[config.mk]
export PLATFORM = sky130hd
export DESIGN_NAME = roic_line_packer_flat
export DESIGN_NICKNAME = d
export VERILOG_FILES = /design/src/rtl/roic_line_packer_if.sv /design/src/rtl/roic_line_packer.sv /design/src/flat_wrapper.sv
export SDC_FILE = /design/constraint.sdc
export NUM_CORES = 1
export LEC_CHECK = 0
export BUFFER_PORTS_ARGS = -buffer_cell sky130_fd_sc_hd__buf_2
export CAP_MARGIN = 20
export CORE_UTILIZATION = 50
export DETAILED_ROUTE_END_ITERATION = 12
export MAX_ROUTING_LAYER = met4
export PLACE_DENSITY = 0.65
export RECOVER_POWER = 100
export SLEW_MARGIN = 5
export SYNTH_ARGS = -nofsm -noshare
export SYNTH_HDL_FRONTEND = slang
export SYNTH_SLANG_ARGS = --single-unit
[constraint.sdc]
create_clock -name clk -period 7.5 [get_ports clk]
set_input_delay 1.875 -clock clk [delete_from_list [all_inputs] [get_ports clk]]
set_output_delay 1.875 -clock clk [all_outputs]
set_load 0.01 [all_outputs]
[src/rtl/roic_line_packer_if.sv]
// Output stream bundle of the TI-ROIC line packer.
//   m_tdata   {B,A} packed channel pair
//   m_tvalid  stream valid (driven by the packer)
//   m_tready  stream ready (driven by the consumer)
//   m_tlast   last pair of a line
//   m_tuser   first pair of a frame
interface roic_line_packer_if #(
  parameter int DATA_WIDTH = 24
);
  logic [2*DATA_WIDTH-1:0] m_tdata;
  logic                    m_tvalid;
  logic                    m_tready;
  logic                    m_tlast;
  logic                    m_tuser;

  modport master (
    output m_tdata,
    output m_tvalid,
    output m_tlast,
    output m_tuser,
    input  m_tready
  );

  modport slave (
    input  m_tdata,
    input  m_tvalid,
    input  m_tlast,
    input  m_tuser,
    output m_tready
  );
endinterface

[src/rtl/roic_line_packer.sv]
// roic_line_packer: frames reordered A/B channel pairs into lines, buffers
// them in a small first-word-fall-through FIFO and presents them as a
// valid/ready stream tagged with start-of-frame (tuser) and end-of-line
// (tlast). Flags short lines, surplus pairs after a complete line, and
// pairs lost to a full FIFO.
//
// Ports
//   clk            data-read clock, sole clock
//   rst_n          asynchronous active-low reset
//   frame_start    1-cycle pulse, new frame begins
//   sync           1-cycle pulse, new line begins
//   in_valid       A/B pair valid this cycle
//   in_data_a/b    channel A / channel B words
//   m_axis         output stream (master side of roic_line_packer_if)
//   line_cnt       completed lines since frame_start (wraps)
//   short_line_err 1-cycle pulse: line ended before PAIRS_PER_LINE pairs
//   long_line_err  1-cycle pulse: pair after a complete line dropped
//   overflow       sticky: pair dropped on FIFO full, cleared by frame_start
module roic_line_packer #(
  parameter int DATA_WIDTH     = 24,
  parameter int PAIRS_PER_LINE = 128,
  parameter int FIFO_DEPTH     = 16,
  parameter int LINE_CNT_W     = 12
) (
  input  logic                  clk,
  input  logic                  rst_n,
  input  logic                  frame_start,
  input  logic                  sync,
  input  logic                  in_valid,
  input  logic [DATA_WIDTH-1:0] in_data_a,
  input  logic [DATA_WIDTH-1:0] in_data_b,
  roic_line_packer_if.master    m_axis,
  output logic [LINE_CNT_W-1:0] line_cnt,
  output logic                  short_line_err,
  output logic                  long_line_err,
  output logic                  overflow
);

  localparam int unsigned PCW = $clog2(PAIRS_PER_LINE);
  localparam int unsigned AW  = $clog2(FIFO_DEPTH);
  localparam int unsigned EW  = 2 * DATA_WIDTH + 2;   // {B, A, tlast, tuser}
  localparam logic [PCW-1:0] LAST_IDX = PCW'(PAIRS_PER_LINE - 1);

  localparam logic [1:0] S_IDLE      = 2'd0;
  localparam logic [1:0] S_WAIT_LINE = 2'd1;
  localparam logic [1:0] S_ACTIVE    = 2'd2;

  logic [1:0]            state_q, state_d;
  logic [PCW-1:0]        pair_cnt_q, pair_cnt_d;
  logic [LINE_CNT_W-1:0] line_cnt_q, line_cnt_d;
  logic                  sof_q, sof_d;
  logic                  line_done_q, line_done_d;
  logic                  short_q, short_d;
  logic                  long_q, long_d;
  logic                  ovf_q, ovf_d;
  logic                  stg_vld_q, stg_vld_d;
  logic [EW-1:0]         stg_ent_q, stg_ent_d;

  logic [EW-1:0]         mem [FIFO_DEPTH];
  logic [AW:0]           wr_ptr_q, rd_ptr_q;
  logic                  empty, full, push, pop, drop;
  logic [EW-1:0]         head;

  assign empty = (wr_ptr_q == rd_ptr_q);
  assign full  = (wr_ptr_q[AW] != rd_ptr_q[AW]) &&
                 (wr_ptr_q[AW-1:0] == rd_ptr_q[AW-1:0]);
  assign pop   = !empty && m_axis.m_tready;
  // A pop in the same cycle frees the slot the staged pair needs.
  assign push  = stg_vld_q && (!full || pop);
  assign drop  = stg_vld_q && full && !pop;

  // Framing: frame_start is applied first, then sync, then the incoming pair,
  // so simultaneous events resolve by sequential overrides of the _d values.
  always_comb begin
    state_d     = state_q;
    pair_cnt_d  = pair_cnt_q;
    line_cnt_d  = line_cnt_q;
    sof_d       = sof_q;
    line_done_d = line_done_q;
    short_d     = 1'b0;
    long_d      = 1'b0;
    stg_vld_d   = 1'b0;
    stg_ent_d   = stg_ent_q;

    if (frame_start) begin
      state_d     = S_WAIT_LINE;
      line_cnt_d  = '0;
      sof_d       = 1'b1;
      line_done_d = 1'b0;
    end

    if (sync) begin
      if (state_d == S_WAIT_LINE) begin
        state_d     = S_ACTIVE;
        pair_cnt_d  = '0;
        line_done_d = 1'b0;
      end else if (state_d == S_ACTIVE) begin
        short_d    = 1'b1;
        pair_cnt_d = '0;
      end
    end

    if (in_valid && !frame_start) begin
      if (state_d == S_ACTIVE) begin
        stg_vld_d = 1'b1;
        stg_ent_d = {in_data_b, in_data_a, (pair_cnt_d == LAST_IDX), sof_d};
        sof_d     = 1'b0;
        if (pair_cnt_d == LAST_IDX) begin
          pair_cnt_d  = '0;
          line_cnt_d  = line_cnt_d + LINE_CNT_W'(1);
          line_done_d = 1'b1;
          state_d     = S_WAIT_LINE;
        end else begin
          pair_cnt_d = pair_cnt_d + PCW'(1);
        end
      end else if (state_d == S_WAIT_LINE && line_done_d) begin
        long_d = 1'b1;
      end
    end

    ovf_d = frame_start ? 1'b0 : (ovf_q || drop);
  end

  always_ff @(posedge clk or negedge rst_n) begin
    if (!rst_n) begin
      state_q     <= S_IDLE;
      pair_cnt_q  <= '0;
      line_cnt_q  <= '0;
      sof_q       <= 1'b0;
      line_done_q <= 1'b0;
      short_q     <= 1'b0;
      long_q      <= 1'b0;
      ovf_q       <= 1'b0;
      stg_vld_q   <= 1'b0;
      stg_ent_q   <= '0;
      wr_ptr_q    <= '0;
      rd_ptr_q    <= '0;
    end else begin
      state_q     <= state_d;
      pair_cnt_q  <= pair_cnt_d;
      line_cnt_q  <= line_cnt_d;
      sof_q       <= sof_d;
      line_done_q <= line_done_d;
      short_q     <= short_d;
      long_q      <= long_d;
      ovf_q       <= ovf_d;
      stg_vld_q   <= stg_vld_d;
      stg_ent_q   <= stg_ent_d;
      if (push) wr_ptr_q <= wr_ptr_q + (AW+1)'(1);
      if (pop)  rd_ptr_q <= rd_ptr_q + (AW+1)'(1);
    end
  end

  always_ff @(posedge clk) begin
    if (push) mem[wr_ptr_q[AW-1:0]] <= stg_ent_q;
  end

  // Head is forced to zero while empty so the stream reads 0 out of reset.
  assign head            = empty ? '0 : mem[rd_ptr_q[AW-1:0]];
  assign m_axis.m_tvalid = !empty;
  assign m_axis.m_tdata  = head[EW-1:2];
  assign m_axis.m_tlast  = head[1];
  assign m_axis.m_tuser  = head[0];

  assign line_cnt       = line_cnt_q;
  assign short_line_err = short_q;
  assign long_line_err  = long_q;
  assign overflow       = ovf_q;

endmodule

[src/flat_wrapper.sv]
// flat-port wrapper written by rule: the top's interface ports become plain ports
module roic_line_packer_flat 
#(
  parameter int DATA_WIDTH     = 24,
  parameter int PAIRS_PER_LINE = 128,
  parameter int FIFO_DEPTH     = 16,
  parameter int LINE_CNT_W     = 12
)
  (clk, rst_n, frame_start, sync, in_valid, in_data_a, in_data_b, line_cnt, short_line_err, long_line_err, overflow, m_axis_m_tdata, m_axis_m_tvalid, m_axis_m_tlast, m_axis_m_tuser, m_axis_m_tready);
  roic_line_packer_if #(.DATA_WIDTH(DATA_WIDTH)) m_axis_i ();
  input  logic clk;
  input  logic rst_n;
  input  logic frame_start;
  input  logic sync;
  input  logic in_valid;
  input  logic [DATA_WIDTH-1:0] in_data_a;
  input  logic [DATA_WIDTH-1:0] in_data_b;
  output logic [LINE_CNT_W-1:0] line_cnt;
  output logic short_line_err;
  output logic long_line_err;
  output logic overflow;
  output wire logic [$bits(m_axis_i.m_tdata)-1:0] m_axis_m_tdata;
  output wire logic [$bits(m_axis_i.m_tvalid)-1:0] m_axis_m_tvalid;
  output wire logic [$bits(m_axis_i.m_tlast)-1:0] m_axis_m_tlast;
  output wire logic [$bits(m_axis_i.m_tuser)-1:0] m_axis_m_tuser;
  input wire logic [$bits(m_axis_i.m_tready)-1:0] m_axis_m_tready;
  assign m_axis_m_tdata = m_axis_i.m_tdata;
  assign m_axis_m_tvalid = m_axis_i.m_tvalid;
  assign m_axis_m_tlast = m_axis_i.m_tlast;
  assign m_axis_m_tuser = m_axis_i.m_tuser;
  assign m_axis_i.m_tready = m_axis_m_tready;
  roic_line_packer #(.DATA_WIDTH(DATA_WIDTH), .PAIRS_PER_LINE(PAIRS_PER_LINE), .FIFO_DEPTH(FIFO_DEPTH), .LINE_CNT_W(LINE_CNT_W)) u_core (.clk(clk), .rst_n(rst_n), .frame_start(frame_start), .sync(sync), .in_valid(in_valid), .in_data_a(in_data_a), .in_data_b(in_data_b), .m_axis(m_axis_i), .line_cnt(line_cnt), .short_line_err(short_line_err), .long_line_err(long_line_err), .overflow(overflow));
endmodule
### After elaboration in Yosys (flattened, before gate mapping)

Memories as Yosys holds them, arrays and structs flattened.
Index checks and enable logic that the tools add are counted.

| word-level totals | value |
|---|---|
| bits in registers | 87 |
| bits in latches | 0 |
| RAM bits | 800 |
| ROM bits | 0 |
| input port bits | 54 |
| output and inout port bits | 66 |
| logic and storage cells | 76 |
| memories kept | 1 |

Memories:

| memory | words | width | rd ports | clocked after Yosys merged registers in | write ports | RTL line | source |
|---|---|---|---|---|---|---|---|
| u_core.mem | 16 | 50 | 1 | 0 | 1 | roic_line_packer.sv:59 | `logic [EW-1:0] mem [FIFO_DEPTH];` |

| cells by class | value |
|---|---|
| add/subtract/negate cells | 4 |
| $mul | 0 |
| divide/modulo/power cells | 0 |
| order comparisons | 0 |
| equal/unequal tests | 8 |
| shift operators | 0 |
| multiplexer cells | 37 |
| bitwise operators | 0 |
| reduce and logical (&&, ||, !) cells | 14 |

Operators with widths:

| kind | count |
|---|---|
| $mux W50 | 1 |
| $mux W12 | 4 |
| $mux W7 | 6 |
| $mux W1 | 20 |
| $add A12 B1 Y12 const B | 1 |
| $mux W2 | 6 |
| $add A5 B1 Y5 const B | 2 |
| $add A7 B1 Y7 const B | 1 |
| $eq A7 B7 Y1 const B | 1 |
| $logic_and A1 B1 Y1 | 7 |
| $eq A5 B5 Y1 | 1 |
| $eq A2 B1 Y1 const B | 2 |
| $eq A2 B2 Y1 const B | 2 |
| $eq A4 B4 Y1 | 1 |
| $logic_not A1 Y1 | 4 |
| $logic_or A1 B1 Y1 | 2 |
| $reduce_and A2 Y1 | 1 |
| $ne A1 B1 Y1 | 1 |

### Longest topological paths before layout

Gate-level depths: netlist of run 1.

| depth | value |
|---|---|
| depth after elaboration | 9 |
| gate-level depth with buffers | 10 |
| mapped depth without buffers | 8 |

### Least setup slack after synthesis of run 1

OpenSTA, ideal clock, no wires.

| path | value |
|---|---|
| kind | input port to flip-flop |
| start | input m_axis_m_tready |
| end | memory u_core.mem[3][0] (netlist bit) (enable) |
| setup time | 0.520 ns |
| arrival time | 5.545 ns |
| data required time | 6.980 ns |
| slack | 1.435 ns |
| stages on the path | 3 |
| cells stage by stage | or2_2 > o211ai_1 > nor3_1 |

| between the ends | value |
|---|---|
| longest elaborated chain between the ends | 5 |

RTL lines:

| what | RTL line | source |
|---|---|---|
| start, declared | flat_wrapper.sv:26 | `input wire logic [$bits(m_axis_i.m_tready)-1:0] m_axis_m_tready;` |
| $logic_and A1 B1 Y1 | roic_line_packer.sv:67 | `assign pop = !empty && m_axis.m_tready;` |
| $logic_or A1 B1 Y1 | roic_line_packer.sv:69 | `assign push = stg_vld_q && (!full \|\| pop);` |
| $logic_and A1 B1 Y1 | roic_line_packer.sv:69 |  |
| $mux W1 | roic_line_packer.sv:155 | `if (push) mem[wr_ptr_q[AW-1:0]] <= stg_ent_q;` |
| $mux W1 (implied by the code) | roic_line_packer.sv:155 |  |
| end, declared | roic_line_packer.sv:59 |  |

No other way between the ends.

### Worst setup path in the final report of run 1

| path | value |
|---|---|
| start | input frame_start |
| end | register u_core.pair_cnt_q[5] |

| between the ends | value |
|---|---|
| longest elaborated chain between the ends | 9 |
| elaborated cells between the ends (all ways) | 16 |
| classes of those cells | add/sub: 1; eq/ne: 4; mux: 9; reduce/logical: 2 |

RTL lines:

| what | RTL line | source |
|---|---|---|
| start, declared | flat_wrapper.sv:13 | `input logic frame_start;` |
| $mux W2 | roic_line_packer.sv:85 | `if (frame_start) begin` |
| $eq A2 B2 Y1 | roic_line_packer.sv:97 | `end else if (state_d == S_ACTIVE) begin` |
| $mux W7 | roic_line_packer.sv:97 |  |
| $mux W7 | roic_line_packer.sv:93 | `if (state_d == S_WAIT_LINE) begin` |
| $mux W7 | roic_line_packer.sv:92 | `if (sync) begin` |
| $add A7 B1 Y7 / $eq A7 B7 Y1 (equally long branches) | roic_line_packer.sv:114, roic_line_packer.sv:108 |  |
| $mux W7 | roic_line_packer.sv:108 | `if (pair_cnt_d == LAST_IDX) begin` |
| $mux W7 | roic_line_packer.sv:104 | `if (state_d == S_ACTIVE) begin` |
| $mux W7 (*) | roic_line_packer.sv:103 | `if (in_valid && !frame_start) begin` |
| net u_core.pair_cnt_d[5] | roic_line_packer.sv:49 | `logic [PCW-1:0] pair_cnt_q, pair_cnt_d;` |
| end signal, assigned | roic_line_packer.sv:140 | `pair_cnt_q <= pair_cnt_d;` |
| end, declared | roic_line_packer.sv:49 |  |

The timed path passes the listed nets; every way through them passes the cells marked *.
A chain may end at the register's enable or synchronous reset.

==> impl_metrics.yaml, run 1 <==
timing:
  fin_hold_ws_ps: 496.0
  tightest_slew_ps: 3748
  hold_viol: 0
  setup_viol: 0
  setup_tns_ps: 0
  fin_skew_ps: 29.91
  rsz0062_at_grt: "no"
  max_freq_mhz: 165.4
  maxSlewHeadroom: -1.498
  period_minus_slack_ps: 6045
  period_share: 0.8061
  finalMaxSlewViolations: 696
die:
  io_pins: 120
  fp.coreArea_um2: 67280
  start_util: 0.5054
  die_y_um: 262.8
  dieWidth_um: 262.8
  die_area_um2: 69050
  rows: 95
clocking:
  clock-sinks: 887
  cts_buffer_depth: 3
  insertion_delay_ps: 640
  postCtsResizedCells: 0
  cts_root_buf: "clkbuf_16"
  post_cts_buffers: 0
  clk_pin_slew_ps: 60
  cts_buffers: 90
  cts-htree-levels: 3
  cts_hold_buf: 0
  cts_tree: "yes"
yosys:
  async_flop_share: 0.09808
  synth_area_leaders: "edfxtp_1 (71%), mux4_2 (13%), dfrtp_1 (6.4%)"
  yosys.area.top_type_share: 0.7065
  syn_nets: 1620
  synth-seq-cells: 887
  ys_seq_area_frac: 0.7705
  ys_types: 49
  syn_inst: 1559
  synth_area_per_cell_um2: 21.81
  yosys_warnings: 0
  synth_edf_count: 800
  yosys.area.top_type: "edfxtp_1"
  syn_area_um2: 34000
  dominantRegCellSynth: "edfxtp_1"
global_routing:
  grt_pass1_vias: 17070
  grt_max_degree: 177
  grtUsageTotal: 0.2308
  grt_pass1_wl_um: 112100
  grt_antenna_before_repair: 2
  grt_overflow: 0
route:
  vias_per_cell: 6.095
  drtIter0Drc: 1554
  drt.antenna.violating_nets: 0
  dr.pass1.iters: 7
  vias: 16150
  wl_per_cell_um: 28.61
  drt_wl_total_um: 75810
  drc: 0
run_status:
  outcome: "finished with violations"
  violations: "max-capacitance violations, max-slew violations"
setup_path:
  crit_chain: "clkbuf_1, nand2b_1, a21o_1, inv_1, clkbuf_1, a31oi_1, a311oi_1"
  crit_fanout: 31
  crit_buf_inv: 3
  startpoint_type: "input port"
  crit_family: "buffers and inverters"
  end_kind: "register"
  crit_cells: 7
  r2r.worst_path.cells: 4
  crit_path_max_incr_delay_ps: 1770
  critPathKind: "in -> reg"
  cp_common_cell: "clkbuf_1"
  arrival_ps: 6600
  required_ps: 8050
  crit_path_top_delay_cell: "clkbuf_1"
worst_hold_path:
  hold_path_depth: 1
  hold_path_class: "reg -> reg"
cells_and_area:
  drive_above_1_share: 0.2625
  layout.nets: 1761
  area_growth_pct: 12.51
  fin_cells: 2650
  multi_input_area_um2: 7283
  num-fill-cells: 4967
  final_cell_mix: "edfxtp_1 (800), mux4_2 (200), a22oi_1 (100)"
  utilization: 0.5687
  regArea_um2: 26210
  final_common_cell: "edfxtp_1"
pwr:
  power_density_nw_per_um2: 373.7
  leakagePower_uw: 0.01240
  peakVddDrop_v: 0.0002655
placement:
  gp_congestion: 0.7634
  port_buffers: 119
  numPlacedInstances: 2480
  hpwl_um: 36600
job:
  drv_cap: 20
-- flip-flops by register name, indices dropped and copies added (netlist names), 2 cells and up --
register,cells
u_core.mem,800
u_core.stg_ent_q,50
u_core.line_cnt,12
u_core.pair_cnt_q,7
u_core.rd_ptr_q,5
u_core.wr_ptr_q,5
u_core.state_q,2
-- synth_stat cells, types with 4 or more instances --
cell	n
clkbuf_1	33
xnor2_1	14
ha_1	7
buf_6	10
mux4_2	200
and3_1	19
nor4_1	6
nor2b_1	20
o21ai_0	5
nor2_1	19
nand2_1	10
edfxtp_1	800
dfrtp_1	87
a21oi_1	55
nand2b_1	5
buf_4	10
mux2_2	58
a22oi_1	100
buf_2	34
nand3_1	6
xor2_1	4
inv_1	7
nand4_1	4
-- path summary, 6_finish.rpt --
check,start,to,slack (ps)
min in group asynchronous,rst_n,u_core.stg_ent_q[7],2120
setup / recovery,frame_start,u_core.pair_cnt_q[5],1450
hold / removal,u_core.rd_ptr_q[4],u_core.rd_ptr_q[4],500
max in group asynchronous,rst_n,u_core.rd_ptr_q[0],2290
setup reg to reg,u_core.rd_ptr_q[0],u_core.mem[11][9],1790
hold reg to reg,u_core.rd_ptr_q[4],u_core.rd_ptr_q[4],500
-- metal layers --
layer	track usage	share of wire
met5	-	0
met4	0.05644	0.015
met3	0.03870	0.067
met2	0.3709	0.50
met1	0.3107	0.42
-- power by group --
| part | switching, uW | internal (uW) |
|---|---|---|
| clock network | 1820 | 2580 |
| logic | 1870 | 1510 |
| registers | 510 | 5990 |
| total | 4210 | 10100 |
-- kinds of logic (layout without fill, tap and decap cells) --
logic type	after synthesis	in the layout	synth area share
flops	887	887	0.7705
mux	261	261	0.1527
compound gates	179	179	0.03584
simple gates	108	108	0.01822
buf+inv	99	315	0.01553
xor+xnor	18	18	0.004636
fa+ha+maj	7	7	0.002576
other cells	0	2	0
-- final cells by class --
type / count / share of cell area
repair buffers: 140 / 0.01835
clock buffers: 130 / 0.06681
flip-flops and latches: 887 / 0.6850
inverters: 8 / 0.0007849
well taps: 873 / 0.02855
diodes: 2 / 0.0001308
clock inverters: 37 / 0.009975
multi-input cells: 573 / 0.1904
-- metrics by stage --
step | cell area [um^2] | setup slack (ps) | total power [uW]
6_report | 38260 | 1455 | 14300
5_1_grt | 38260 | 1159 | 14870
4_1_cts | 38440 | 1872 | 14510
3_3_place_gp | 35500 | 2654 | 10060
2_1_floorplan | 34000 | 1435 | 8875
3_5_place_dp | 35500 | 2587 | 10120
-- worst register-to-register path, stage by stage (launching register included) --
cell      delay, ps
dfrtp_4         830
xnor2_1         180
and4_1          260
a21boi_0       1050
and3_1         2860
(Power assumes the default switching activity.)
==> inputs of run 2 (changes only) <==
clock period = 5.57 ns   (was 7.5 ns; I/O delays follow)
==> impl_metrics.yaml, run 2 (synthesis results as in run 1) <==
die:
  rows: 95
  io_pins: 120
  fp.coreArea_um2: 67280
  start_util: 0.5054
  dieWidth_um: 262.8
  die_y_um: 262.8
  die_area_um2: 69050
placement:
  post-place-ws_ps: 1446
  hpwl_um: 40070
  gp_congestion: 0.7483
  port_buffers: 119
  dpl_cell_area_um2: 35740
timing:
  fin_ws_ps: 586.7
  maxSlewHeadroom: -0.8916
  period_minus_slack_ps: 4983
  finalMaxSlewViolations: 416
  tightest_slew_ps: 2837
  fin_skew_ps: 17.16
  setup_tns_ps: 0
  max_freq_mhz: 200.7
  rsz0062_at_grt: "no"
  hold_viol: 0
  setup_viol: 0
  fin_hold_ws_ps: 504.6
  period_share: 0.8947
route:
  drc: 0
  wl_per_cell_um: 28.93
  vias_per_cell: 6.138
  drt_wl_total_um: 77370
  drtIter0Drc: 1672
  vias: 16410
  dr.pass1.iters: 5
  drt.antenna.violating_nets: 0
cells_and_area:
  area_growth_pct: 12.89
  final_cell_mix: "edfxtp_1 (800), mux4_2 (200), clkbuf_1 (112)"
  largest_reg_flops: 800
  layout.nets: 1788
  drive_above_1_share: 0.2706
  final_common_cell: "edfxtp_1"
  design_area_um2: 38390
clocking:
  clk_pin_slew_ps: 60
  cts_root_buf: "clkbuf_16"
  insertion_delay_ps: 630
  cts_buffer_depth: 3
  postCtsResizedCells: 0
  cts-htree-levels: 3
  post_cts_buffers: 0
  cts_buffers: 89
  cts_hold_buf: 0
  cts_tree: "yes"
  clock-sinks: 887
setup_path:
  required_ps: 4180
  arrival_ps: 3590
  crit_family: "simple AND/OR/NAND/NOR gates"
  reg2reg_from: "u_core.rd_ptr_q[1]"
  crit_buf_inv: 2
  r2r_setup_slack_ps: 620
  crit_fanout: 43
  crit_chain: "xnor2_1, nand4_1, nor2_4, clkbuf_1, a21oi_1, clkbuf_1"
  critPathKind: "reg -> out"
  r2r_end: "u_core.mem[4][34]"
  startpoint_type: "register"
  r2r.worst_path.cells: 5
  end_kind: "output pin"
  crit_path_max_incr_delay_ps: 870
  cp_common_cell: "clkbuf_1"
  crit_path_top_delay_cell: "dfrtp_4"
pwr:
  comb_power_share: 0.242
  power.switching_uw: 5700
  peakVddDrop_v: 0.0004205
  p_int_uw: 13570
  power_density_nw_per_um2: 502.1
  p_seq_frac: 0.453
  finalPower_uw: 19270
  p_clk_frac: 0.305
  p_sw_frac: 0.2957
  leakagePower_uw: 0.01242
worst_hold_path:
  hp-start: "u_core.wr_ptr_q[4]"
  hold_path_depth: 1
  hold_end: "u_core.wr_ptr_q[4]"
  hold_path_class: "reg -> reg"
run_status:
  violations: "max-capacitance violations, max-slew violations"
  outcome: "finished with violations"
global_routing:
  grt_pass1_vias: 16870
  grtUsageTotal: 0.2357
  grt_pass1_wl_um: 114000
  grt_max_degree: 104
  grt_overflow: 0
  grt_antenna_before_repair: 1
job:
  drv_cap: 16
-- run 2: cell count changes in the layout (fill, tap and decap cells not counted), sizes merged --
cell / before / now
bufinv: 6 / 9
clkbuf: 204 / 205
clkinv: 26 / 34
diode: 2 / 1
buf: 66 / 78
clkinvlp: 2 / 3
-- run 2: power groups by stage --
stage	registers [uW]	logic [uW]	clock network, uW
floorplan	8520	3430	0
global placement	8810	4820	0
detailed placement	8870	4840	0
CTS	8730	4860	5950
global route	8820	5010	6190
finish	8740	4670	5870
-- run 2: worst max path at each step --
stage,end,start,slack (ps),depth (start not counted)
3_5_place_dp,u_core.line_cnt[1],frame_start,1450,8
3_3_place_gp,m_axis_m_tdata[43],u_core.rd_ptr_q[1],1530,6
6_report,m_axis_m_tdata[11],u_core.rd_ptr_q[1],590,6
4_1_cts,m_axis_m_tdata[43],u_core.rd_ptr_q[1],820,6
5_1_grt,u_core.mem[4][34],u_core.rd_ptr_q[1],370,5
2_1_floorplan,u_core.mem[7][0],m_axis_m_tready,1210,3
-- run 2: through the flow --
stage | instances | utilization
floorplan | 1559 | -
global placement | 2508 | 0.5312
detailed placement | 2508 | 0.5312
CTS | 2672 | 0.5738
global route | 2674 | 0.5706
finish | 2674 | 0.5706
-- run 2: layout make-up --
type / instances / area [um^2]
fillers: 4957 / 28890
multi-input cells: 573 / 7327
clock buffers: 115 / 2377
flip-flops and latches: 887 / 26210
well taps: 873 / 1092
repair buffers: 168 / 862.1
inverters: 8 / 30.03
diodes: 1 / 2.502
clock inverters: 49 / 486.7
-- run 2: metal layers --
metal / vias to the layer above / wire length (um) / GRT usage
met3: 103 / 4622 / 0.03420
met1: 8854 / 32020 / 0.3182
met4: 0 / 1568 / 0.06518
li1: 6901 / - / -
met2: 555 / 39160 / 0.3785
met5: - / 0 / -
==> inputs of run 3 (changes only) <==
CORE_MARGIN = 5   (was unset)
CORE_UTILIZATION = 40   (was 50)
PLACE_DENSITY = 0.54   (was 0.65)
==> impl_metrics.yaml, run 3 (synthesis results as in run 1) <==
die:
  fp.coreArea_um2: 84750
  rows: 107
  io_pins: 120
  dieWidth_um: 301.6
  start_util: 0.4012
  die_y_um: 301.6
  die_area_um2: 90940
setup_path:
  crit_buf_inv: 2
  crit_fanout: 26
  r2r.worst_path.cells: 5
  critPathKind: "in -> reg"
  crit_family: "simple AND/OR/NAND/NOR gates"
  end_kind: "register"
  reg2reg_from: "u_core.rd_ptr_q[2]"
  required_ps: 5820
  crit_path_top_delay_cell: "and3_1"
  crit_path_max_incr_delay_ps: 1760
  r2r_setup_slack_ps: 740
  startpoint_type: "input port"
  r2r_end: "u_core.mem[8][45]"
  arrival_ps: 5080
  crit_chain: "buf_2, nor2_1, a21boi_0, and3_1, clkbuf_2"
timing:
  period_share: 0.8687
  finalMaxSlewViolations: 571
  tightest_slew_ps: 3207
  fin_ws_ps: 731.3
  hold_viol: 0
  rsz0062_at_grt: "no"
  max_freq_mhz: 206.7
  setup_viol: 0
  setup_tns_ps: 0
  maxSlewHeadroom: -1.138
  fin_skew_ps: 25.81
  period_minus_slack_ps: 4839
clocking:
  cts_hold_buf: 0
  cts_buffers: 89
  postCtsResizedCells: 0
  cts_root_buf: "clkbuf_16"
  cts-htree-levels: 3
  post_cts_buffers: 0
  cts_tree: "yes"
  clk_pin_slew_ps: 60
  insertion_delay_ps: 630
  clock-sinks: 887
  cts_buffer_depth: 3
global_routing:
  grtUsageTotal: 0.1797
  grt_max_degree: 145
  grt_pass1_wl_um: 117000
  grt_pass1_vias: 17380
  grt_antenna_before_repair: 2
  grt_overflow: 0
cells_and_area:
  largest_reg_flops: 800
  final_common_cell: "edfxtp_1"
  utilization: 0.4562
  fin_cells: 2935
  area_growth_pct: 13.71
  final_cell_mix: "edfxtp_1 (800), mux4_2 (200), clkbuf_1 (105)"
  drive_above_1_share: 0.2732
  num-fill-cells: 7126
  layout.nets: 1776
worst_hold_path:
  hold_path_class: "reg -> reg"
  hold_path_depth: 1
  hold_end: "u_core.rd_ptr_q[4]"
  hp-start: "u_core.rd_ptr_q[4]"
route:
  drc: 0
  drtIter0Drc: 1482
  drt_wl_total_um: 79000
  dr.pass1.iters: 5
  vias_per_cell: 5.490
  wl_per_cell_um: 26.92
  vias: 16110
  drt.antenna.violating_nets: 0
run_status:
  outcome: "finished with violations"
  violations: "max-capacitance violations, max-slew violations"
job:
  drv_cap: 15
placement:
  gp_congestion: 0.7349
  numPlacedInstances: 2768
  hpwl_um: 39870
  post-place-ws_ps: 1368
  port_buffers: 119
pwr:
  peakVddDrop_v: 0.0004837
  finalPower_uw: 19370
  power_density_nw_per_um2: 501.0
  leakagePower_uw: 0.01243
==> run 3: cell types whose count changed in the layout (fill, tap and decap cells not counted), sizes merged <==
cell / before / now
buf: 78 / 70
bufinv: 9 / 7
clkbuf: 205 / 213
clkinv: 34 / 29
clkinvlp: 3 / 2
inv: 11 / 9
==> run 3: cell type report <==
class | instances | area (um^2) | area share
clock inverters | 39 | 427.9 | 0.01107
flip-flops and latches | 887 | 26210 | 0.6778
multi-input cells | 573 | 7306 | 0.1890
repair buffers | 156 | 765.7 | 0.01980
well taps | 1144 | 1431 | 0.03702
inverters | 8 | 31.28 | 0.0008090
clock buffers | 127 | 2492 | 0.06446
diodes | 1 | 2.502 | 0.00006472
==> run 3: through the flow <==
stage	instance area, um^2	hold WS, ps
final	38660	490.6
after global routing	38660	510.6
after CTS	38920	492.5
after floorplan	34010	456.4
after global placement	36000	481.8
after detailed placement	36000	482.5
==> run 3: metal layers <==
| metal | GRT usage | up-vias | routed length, um |
|---|---|---|---|
| met4 | 0.04448 | 0 | 1552 |
| met2 | 0.3005 | 386 | 40340 |
| met1 | 0.2371 | 8767 | 33680 |
| li1 | - | 6860 | - |
| met3 | 0.02404 | 100 | 3424 |
| met5 | - | - | 0 |
==> run 3: worst max path at each step <==
stage / startpoint / to / slack (ps) / cells past startpoint
6_report: m_axis_m_tready / u_core.mem[8][45] / 730 / 5
5_1_grt: u_core.rd_ptr_q[2] / u_core.mem[2][15] / 480 / 5
2_1_floorplan: m_axis_m_tready / u_core.mem[7][0] / 1210 / 3
3_3_place_gp: frame_start / u_core.line_cnt[1] / 1490 / 8
4_1_cts: u_core.rd_ptr_q[2] / m_axis_m_tdata[25] / 950 / 5
3_5_place_dp: frame_start / u_core.line_cnt[1] / 1370 / 8
==> run 3: report_power, final <==
group          total, uW  internal (uW)  switching, uW
sequential          8650           8060            590
clock               5930           3460           2470
combinational       4780           2060           2720
total              19400          13600           5780
